==> src/rtl/io_bus_arbiter.sv <==
// rtl/io_bus_arbiter.sv - two-master IO bus arbiter with burst-limited fairness
// and an in-order read-return tag pipeline.
module io_bus_arbiter #(
  parameter int ADDR_WIDTH   = 12,
  parameter int DATA_WIDTH   = 16,
  parameter int READ_LATENCY = 1,
  parameter int MAX_BURST    = 4
) (
  input  logic                  clock,
  input  logic                  rst,
  input  logic                  m0_req,
  input  logic                  m1_req,
  input  logic                  m0_write,
  input  logic                  m1_write,
  input  logic [ADDR_WIDTH-1:0] m0_address,
  input  logic [ADDR_WIDTH-1:0] m1_address,
  input  logic [DATA_WIDTH-1:0] m0_wdata,
  input  logic [DATA_WIDTH-1:0] m1_wdata,
  output logic                  m0_gnt,
  output logic                  m1_gnt,
  output logic                  m0_rvalid,
  output logic                  m1_rvalid,
  output logic [DATA_WIDTH-1:0] m0_rdata,
  output logic [DATA_WIDTH-1:0] m1_rdata,
  output logic                  IO_write,
  output logic [ADDR_WIDTH-1:0] IO_address,
  output logic [DATA_WIDTH-1:0] IO_data_in,
  input  logic [DATA_WIDTH-1:0] IO_data_out
);

  localparam logic [1:0] IDLE = 2'd0;
  localparam logic [1:0] OWN0 = 2'd1;
  localparam logic [1:0] OWN1 = 2'd2;
  localparam logic [3:0] MAX_CNT = 4'(MAX_BURST);

  logic [1:0]              state;
  logic [3:0]              burst_cnt;
  logic                    last_m1;
  logic                    pick_m1;
  logic                    read_issue;
  logic                    tag_out;
  logic [READ_LATENCY-1:0] tag_valid;
  logic [READ_LATENCY-1:0] tag_owner;
  logic [DATA_WIDTH-1:0]   rdata0_q;
  logic [DATA_WIDTH-1:0]   rdata1_q;
  logic [3:0]              cnt_next;

  // Only a tie consults state/counter; a lone requester always wins.
  always_comb begin
    pick_m1 = 1'b0;
    if (m0_req && m1_req) begin
      case (state)
        OWN0:    pick_m1 = (burst_cnt >= MAX_CNT);
        OWN1:    pick_m1 = (burst_cnt < MAX_CNT);
        default: pick_m1 = !last_m1;
      endcase
    end else begin
      pick_m1 = m1_req;
    end
  end

  assign m0_gnt = !rst && m0_req && !pick_m1;
  assign m1_gnt = !rst && m1_req && pick_m1;

  always_comb begin
    IO_write   = 1'b0;
    IO_address = '0;
    IO_data_in = '0;
    read_issue = 1'b0;
    if (m0_gnt) begin
      IO_write   = m0_write;
      IO_address = m0_address;
      IO_data_in = m0_wdata;
      read_issue = !m0_write;
    end else if (m1_gnt) begin
      IO_write   = m1_write;
      IO_address = m1_address;
      IO_data_in = m1_wdata;
      read_issue = !m1_write;
    end
  end

  assign cnt_next  = (burst_cnt >= MAX_CNT) ? MAX_CNT : burst_cnt + 4'd1;
  assign tag_out   = tag_valid[READ_LATENCY-1] && !rst;
  assign m0_rvalid = tag_out && !tag_owner[READ_LATENCY-1];
  assign m1_rvalid = tag_out && tag_owner[READ_LATENCY-1];
  assign m0_rdata  = m0_rvalid ? IO_data_out : rdata0_q;
  assign m1_rdata  = m1_rvalid ? IO_data_out : rdata1_q;

  always_ff @(posedge clock) begin
    if (rst) begin
      state     <= IDLE;
      burst_cnt <= 4'd0;
      last_m1   <= 1'b1;
      tag_valid <= '0;
      tag_owner <= '0;
      rdata0_q  <= '0;
      rdata1_q  <= '0;
    end else begin
      if (m0_gnt) begin
        state     <= OWN0;
        burst_cnt <= (state == OWN0) ? cnt_next : 4'd1;
        last_m1   <= 1'b0;
      end else if (m1_gnt) begin
        state     <= OWN1;
        burst_cnt <= (state == OWN1) ? cnt_next : 4'd1;
        last_m1   <= 1'b1;
      end else begin
        state <= IDLE;
      end
      // Tags move one stage per cycle, so reads return strictly in issue order.
      for (int i = READ_LATENCY - 1; i > 0; i--) begin
        tag_valid[i] <= tag_valid[i-1];
        tag_owner[i] <= tag_owner[i-1];
      end
      tag_valid[0] <= read_issue;
      tag_owner[0] <= m1_gnt;
      if (m0_rvalid) rdata0_q <= IO_data_out;
      if (m1_rvalid) rdata1_q <= IO_data_out;
    end
  end

endmodule

==> config.mk <==
export PLATFORM = sky130hd
export DESIGN_NAME = io_bus_arbiter
export DESIGN_NICKNAME = d
export VERILOG_FILES = /design/src/rtl/io_bus_arbiter.sv
export SDC_FILE = /design/constraint.sdc
export NUM_CORES = 1
export LEC_CHECK = 0
export ABC_CLOCK_PERIOD_IN_PS = 6000
export CORE_ASPECT_RATIO = 0.75
export CORE_MARGIN = 4
export CORE_UTILIZATION = 39
export CTS_BUF_LIST = sky130_fd_sc_hd__clkbuf_8
export DETAILED_ROUTE_END_ITERATION = 12
export PLACE_DENSITY = 0.95
export RECOVER_POWER = 50
export SYNTH_ARGS = -nofsm -noshare
export SYNTH_HDL_FRONTEND = slang
export SYNTH_SLANG_ARGS = --single-unit
==> constraint.sdc <==
create_clock -name clock -period 6 [get_ports clock]
set_clock_uncertainty 0.15 [all_clocks]
set_input_delay 1.2 -clock clock [delete_from_list [all_inputs] [get_ports clock]]
set_output_delay 1.2 -clock clock [all_outputs]
set_load 0.01 [all_outputs]
==> results of run 1 <==
-- area by class of cell --
cell class,instances,share of cell area
multi-input cells,136,0.313
flip-flops and latches,41,0.227
well taps,72,0.0249
clock inverters,2,0.00934
repair buffers,144,0.397
inverters,6,0.00622
clock buffers,6,0.0228
-- placed cells by master (no fill, tap or decap) --
master and instances:
o311ai_0 1, clkbuf_8 6, a31o_2 1, inv_2 1, mux2_1 23, a21boi_2 1, nand2_1 3, nor4_1 1
nand3_1 1, ha_1 3, a21oi_2 1, bufinv_16 1, and3_1 3, o211ai_1 1, a21oi_1 3, a21bo_2 1
nor2_1 6, nor3b_2 1, and2_1 28, inv_1 6, buf_4 2, nor3b_4 1, a22o_1 30, dlygate4sd3_1 13
and2_0 4, dfxtp_1 41, o31ai_2 2, o2111ai_1 1, nor3_1 3, nand3_2 1, mux2_2 10, o21a_1 1
clkdlybuf4s50_1 129, o21ai_0 2, a31oi_1 3
-- Yosys cell counts, drive strengths merged (2+ instances only) --
master  instances
dfxtp          41
mux2           33
and2           32
a22o           30
buf             9
inv             6
nor2            6
clkbuf          5
a21oi           4
a31oi           3
and3            3
ha              3
nand2           3
nor3            3
nand3           2
nor3b           2
o21ai           2
o31ai           2
-- sequential cells by signal (all words and copies together), names as in the netlist --
name and flops:
tag_valid 1, rdata1_q 16, tag_owner 1, burst_cnt 4
rdata0_q 16, last_m1 1, state 2
-- report_power, final --
group / switching (mW) / internal, mW / total, mW
clock: 0.0884 / 0.134 / 0.222
combinational: 0.0697 / 0.113 / 0.182
sequential: 0.00381 / 0.280 / 0.284
total: 0.162 / 0.526 / 0.688
-- critical path, cell delays in order --
cell and delay, ps:
dlygate4sd3_1 640, inv_2 430, nand3_2 530, mux2_1 500
clkdlybuf4s50_1 490
-- cells by family after synthesis --
| group | after synthesis |
|---|---|
| AND/OR/NAND/NOR | 52 |
| AO/OA/AOI/OAI | 48 |
| flip-flops | 41 |
| multiplexers | 33 |
| buffers and inverters | 20 |
| adder cells (fa/ha/maj) | 3 |
-- stage by stage --
step	worst slack, ps	instance area [um^2]	hold slack, ps	total power [mW]
2_1_floorplan	2490	2060	314	0.364
3_3_place_gp	1000	3500	326	0.471
3_5_place_dp	948	3500	337	0.474
4_1_cts	948	3620	363	0.699
5_1_grt	701	3620	369	0.720
6_report	851	3620	362	0.688
-- metal layers --
layer / GRT usage / vias to the layer above / part of all wire
li1: - / 994 / -
met1: 0.195 / 932 / 0.38
met2: 0.345 / 94 / 0.49
met3: 0.113 / 6 / 0.12
met4: 0.0395 / 0 / 0.0078
met5: 0 / - / 0
-- path summary, 6_finish.rpt --
kind                            slack [ps]            to  depth (start not counted)          from
worst max register to register        3920  burst_cnt[1]                          5      state[0]
worst min-delay path                   360  burst_cnt[1]                          1  burst_cnt[1]
worst min register to register         360  burst_cnt[1]                          1  burst_cnt[1]
worst max-delay path                   850   m1_rdata[7]                          5           rst
==> results by group, run 1 <==
Timing
  – Maximum clock rate: 194 MHz
  – Slew HR: 0.390
  – Final Cycle Share: 0.858
  – Post-layout min period: 5150 ps
  – Fin Setup TNS: 0 ps
  – Slew @ Worst Pin: 914 ps
  – Setup violators final: 0
  – Hold Fails Final Rpt: 0
  – Slew Limit Fails: 0
  – RSZ-0062 raised after global routing: no

Run status
  – Outcome: completed

Drt
  – Via-to-Cell Ratio: 4.98
  – Pre-antenna DRT Iters: 4
  – Initial DRC count: 67
  – Post-Route WL: 6640 um
  – DRC: 0
  – Vias: 2026
  – Routed Antenna Nets: 0
  – Average wire per standard cell: 16.3 um

GRT
  – Global-route wire length before repair: 9960 um
  – Total track usage: 0.192
  – Antenna violations before repair: 0
  – Largest net degree at the start of global routing: 42
  – Grt total ovfl: 0
  – Vias in the first global route: 2033

Setup path
  – Worst Path Required: 4650 ps
  – Worst EP arrival: 3800 ps
  – Worst setup EP type: output port
  – Startpoint Class: primary input
  – CP Class: in2out
  – Crit-path max FO: 41

Synth
  – Syn avg cell area: 10.5 um^2
  – EDFF count, synth: 0
  – Synthesized area: 2060 um^2
  – FFs w/ async S/R, synth: 0
  – Syn Nets: 278
  – Synth Area in Adders: 0.0182
  – Compound-Gate Fraction of Synth Area: 0.193
  – Ys Warns: 0
  – Area share of and/or/nand/nor cells after synthesis: 0.155
  – Share of the synthesized area in the top cell type: 0.398
  – Synth area leaders: dfxtp_1, a22o_1, mux2_2, and2_1, mux2_1
  – FF+latch count, synth: 41
  – Netlist cell types: 32
  – Largest family of logic cells by synthesized area: compound AO/OA/AOI/OAI gates
  – Seq/Total Area, Yosys: 0.398
  – Most used flip-flop cell after synthesis: dfxtp_1
  – XOR/XNOR Fraction of Synth Area: 0
  – Yosys top cell by area: dfxtp_1
  – Cells after Synth: 197
  – Post-synthesis mux area share: 0.180

CTS
  – Root buffer cell: clkbuf_8
  – Clock sink count: 41
  – CTS tree: done
  – Clk_lat worst skew: 280 ps
  – Post-cts hold buffer count: 0
  – CTS Buffer Depth: 2
  – CTS clock-pin slew for the worst setup and hold paths: 80 ps
  – H-tree depth: 2
  – CTS resizes: 0
  – Buffer count from post-CTS setup fixing: 0
  – CTS Buf Count: 5

Finish
  – Final core utilization: 0.722
  – Layout overhead on the synthesized area: 75.4%
  – Non-filler instance count after layout: 407
  – Ant. Diodes: 0
  – Fillcell total: 379
  – Share of cells above drive strength 1: 0.0866
  – Register area: 821 um^2
  – Multi-input logic area: 1130 um^2
  – Final net count: 415

Placed design
  – DP Wirelength: 5090 um
  – Port Buffer Count: 142
  – DP Cell Count: 399
  – Routability Congestion: 0.871

Floorplanning
  – Die area: 6530 um^2
  – Core region area: 5010 um^2
  – Die H: 71.0 um
  – Row cnt: 22
  – Num ports: 143
  – Die width: 92.0 um
  – Initial Utilization: 0.412

Flow run
  – MaxCap Viol Count: 0

Power
  – Pwr/cell area: 190 nW/um^2
  – Lkg Pwr: 1.51 nW
  – Peak supply drop: 98.1 uV

Hold path
  – Hold Path Class: reg2reg
Note: power is estimated with default switching activity, not from simulation.
==> inputs of run 2 (changes only) <==
Settings changed: PLACE_DENSITY 0.95 to 0.87.
==> run 2 against run 1 <==
- non-clock buffer count increased by 1
- final cell count up 0.25%
- hold slack better by 30 ps
- maximum frequency shrank 5.3%
- wire length rose by 0.36%
- core utilization barely moved
- sequential cell count unchanged
- register-to-register slack got worse by 60 ps
- total power increased by 0.40%
- via count is 0.44% lower
- first-iteration DRC count shrank 30%
- critical path type unchanged
- critical endpoint is now m1_rdata[12]
- largest power group unchanged
==> results by group, run 2 (synthesis gave the netlist of run 1 again) <==
Run status
  – Outcome: completed

Finish
  – Register area: 821 um^2
  – Non-filler instance count after layout: 408
  – Finished Cell Area: 3620 um^2
  – Ant. Diodes: 0
  – Share of cells above drive strength 1: 0.101
  – Multi-input logic area: 1130 um^2
  – Final net count: 416
  – Most frequent cells in the layout: clkdlybuf4s50_1, dfxtp_1, a22o_1
  – Fillcell total: 388
  – Largest regs: rdata0_q: 16 flops, rdata1_q: 16 flops, burst_cnt: 4 flops
  – Layout overhead on the synthesized area: 75.3%
  – Most common cell after layout, fill and taps aside: clkdlybuf4s50_1

Timing
  – Setup WS post-layout: 563 ps
  – Maximum clock rate: 184 MHz
  – Hold Slack: 393 ps
  – Hold Fails Final Rpt: 0
  – Final Cycle Share: 0.906
  – Fin Setup TNS: 0 ps
  – Post-layout min period: 5440 ps
  – Slew Limit Fails: 0
  – RSZ-0062 raised after global routing: no
  – Setup violators final: 0
  – Slew HR: 0.305
  – Slew @ Worst Pin: 1040 ps

Floorplanning
  – Row cnt: 22
  – Die area: 6530 um^2
  – Die width: 92.0 um
  – Core region area: 5010 um^2
  – Die H: 71.0 um
  – Num ports: 143
  – Initial Utilization: 0.412

Drt
  – Post-Route WL: 6660 um
  – Vias: 2017
  – Via-to-Cell Ratio: 4.94
  – Pre-antenna DRT Iters: 4
  – Initial DRC count: 47
  – DRC: 0
  – Average wire per standard cell: 16.3 um
  – Routed Antenna Nets: 0

Flow run
  – MaxCap Viol Count: 0

CTS
  – CTS Buf Count: 5
  – Clk_lat worst skew: 290 ps
  – CTS resizes: 0
  – Root buffer cell: clkbuf_8
  – H-tree depth: 2
  – CTS Buffer Depth: 2
  – CTS clock-pin slew for the worst setup and hold paths: 80 ps
  – Post-cts hold buffer count: 0
  – CTS tree: done
  – Buffer count from post-CTS setup fixing: 0
  – Clock sink count: 41

Hold path
  – Hold Path Class: reg2reg

Power
  – Sw Ratio: 0.238
  – Clock power frac: 0.326
  – Internal: 0.527 mW
  – Lkg Pwr: 1.51 nW
  – NetSw: 0.164 mW
  – Comb power frac: 0.264
  – Peak supply drop: 119 uV
  – Pwr/cell area: 191 nW/um^2
  – Seq pwr share: 0.410

Setup path
  – CP Cell Sequence: dlygate4sd3_1, inv_2, nand3_1, mux2_1, clkdlybuf4s50_1
  – Startpoint Class: primary input
  – Worst setup EP type: output port
  – Slowest CP cell: nand3_1
  – Cell family with most CP delay: buffers and inverters
  – Worst EP arrival: 4090 ps
  – Worst Path Required: 4650 ps
  – Slowest stage delay, CP: 740 ps
  – Crit path buf inv count: 3
  – Crit-path max FO: 41
  – CP Class: in2out

Placed design
  – Port Buffer Count: 142
  – Routability Congestion: 0.870
  – DP Area: 3510 um^2
  – DP Cell Count: 400
  – Worst slack, placed: 829 ps
  – DP Wirelength: 5290 um

GRT
  – Global-route wire length before repair: 10400 um
  – Grt total ovfl: 0
  – Largest net degree at the start of global routing: 42
  – Total track usage: 0.200
  – Vias in the first global route: 2018
  – Antenna violations before repair: 0
run 2: path summary, 6_finish.rpt:
check                    start            to  slack [ps]  depth (start not counted)
setup reg to reg     tag_owner   rdata0_q[5]        3860                          4
setup / recovery           rst  m1_rdata[12]         560                          5
hold reg to reg   burst_cnt[1]  burst_cnt[1]         390                          1
hold / removal    burst_cnt[1]  burst_cnt[1]         390                          1
run 2: power groups by stage:
stage	Sequential (mW)	Combinational, mW	Clock [mW]
after CTS	0.284	0.187	0.232
after global placement	0.289	0.183	0
after floorplan	0.289	0.0755	0
after detailed placement	0.290	0.186	0
after global routing	0.284	0.196	0.243
final	0.283	0.183	0.225
run 2: final cells by class:
type | instances | area share
Tap cell | 72 | 0.0249
Inverter | 6 | 0.00623
Timing Repair Buffer | 145 | 0.398
Clock buffer | 6 | 0.0228
Multi-Input combinational cell | 136 | 0.312
Clock inverter | 2 | 0.00934
Sequential cell | 41 | 0.227
run 2: metrics by stage:
stage / power (mW) / util
after global routing: 0.724 / 0.722
after detailed placement: 0.476 / 0.701
after CTS: 0.702 / 0.724
final: 0.691 / 0.722
after global placement: 0.472 / 0.701
after floorplan: 0.364 / -
run 2: metal layers:
metal	GRT usage	routed length (um)	vias to the layer above
met2	0.340	3190	92
met5	0	0	-
met3	0.122	895	6
met4	0.0395	47	0
li1	-	-	990
met1	0.217	2530	929
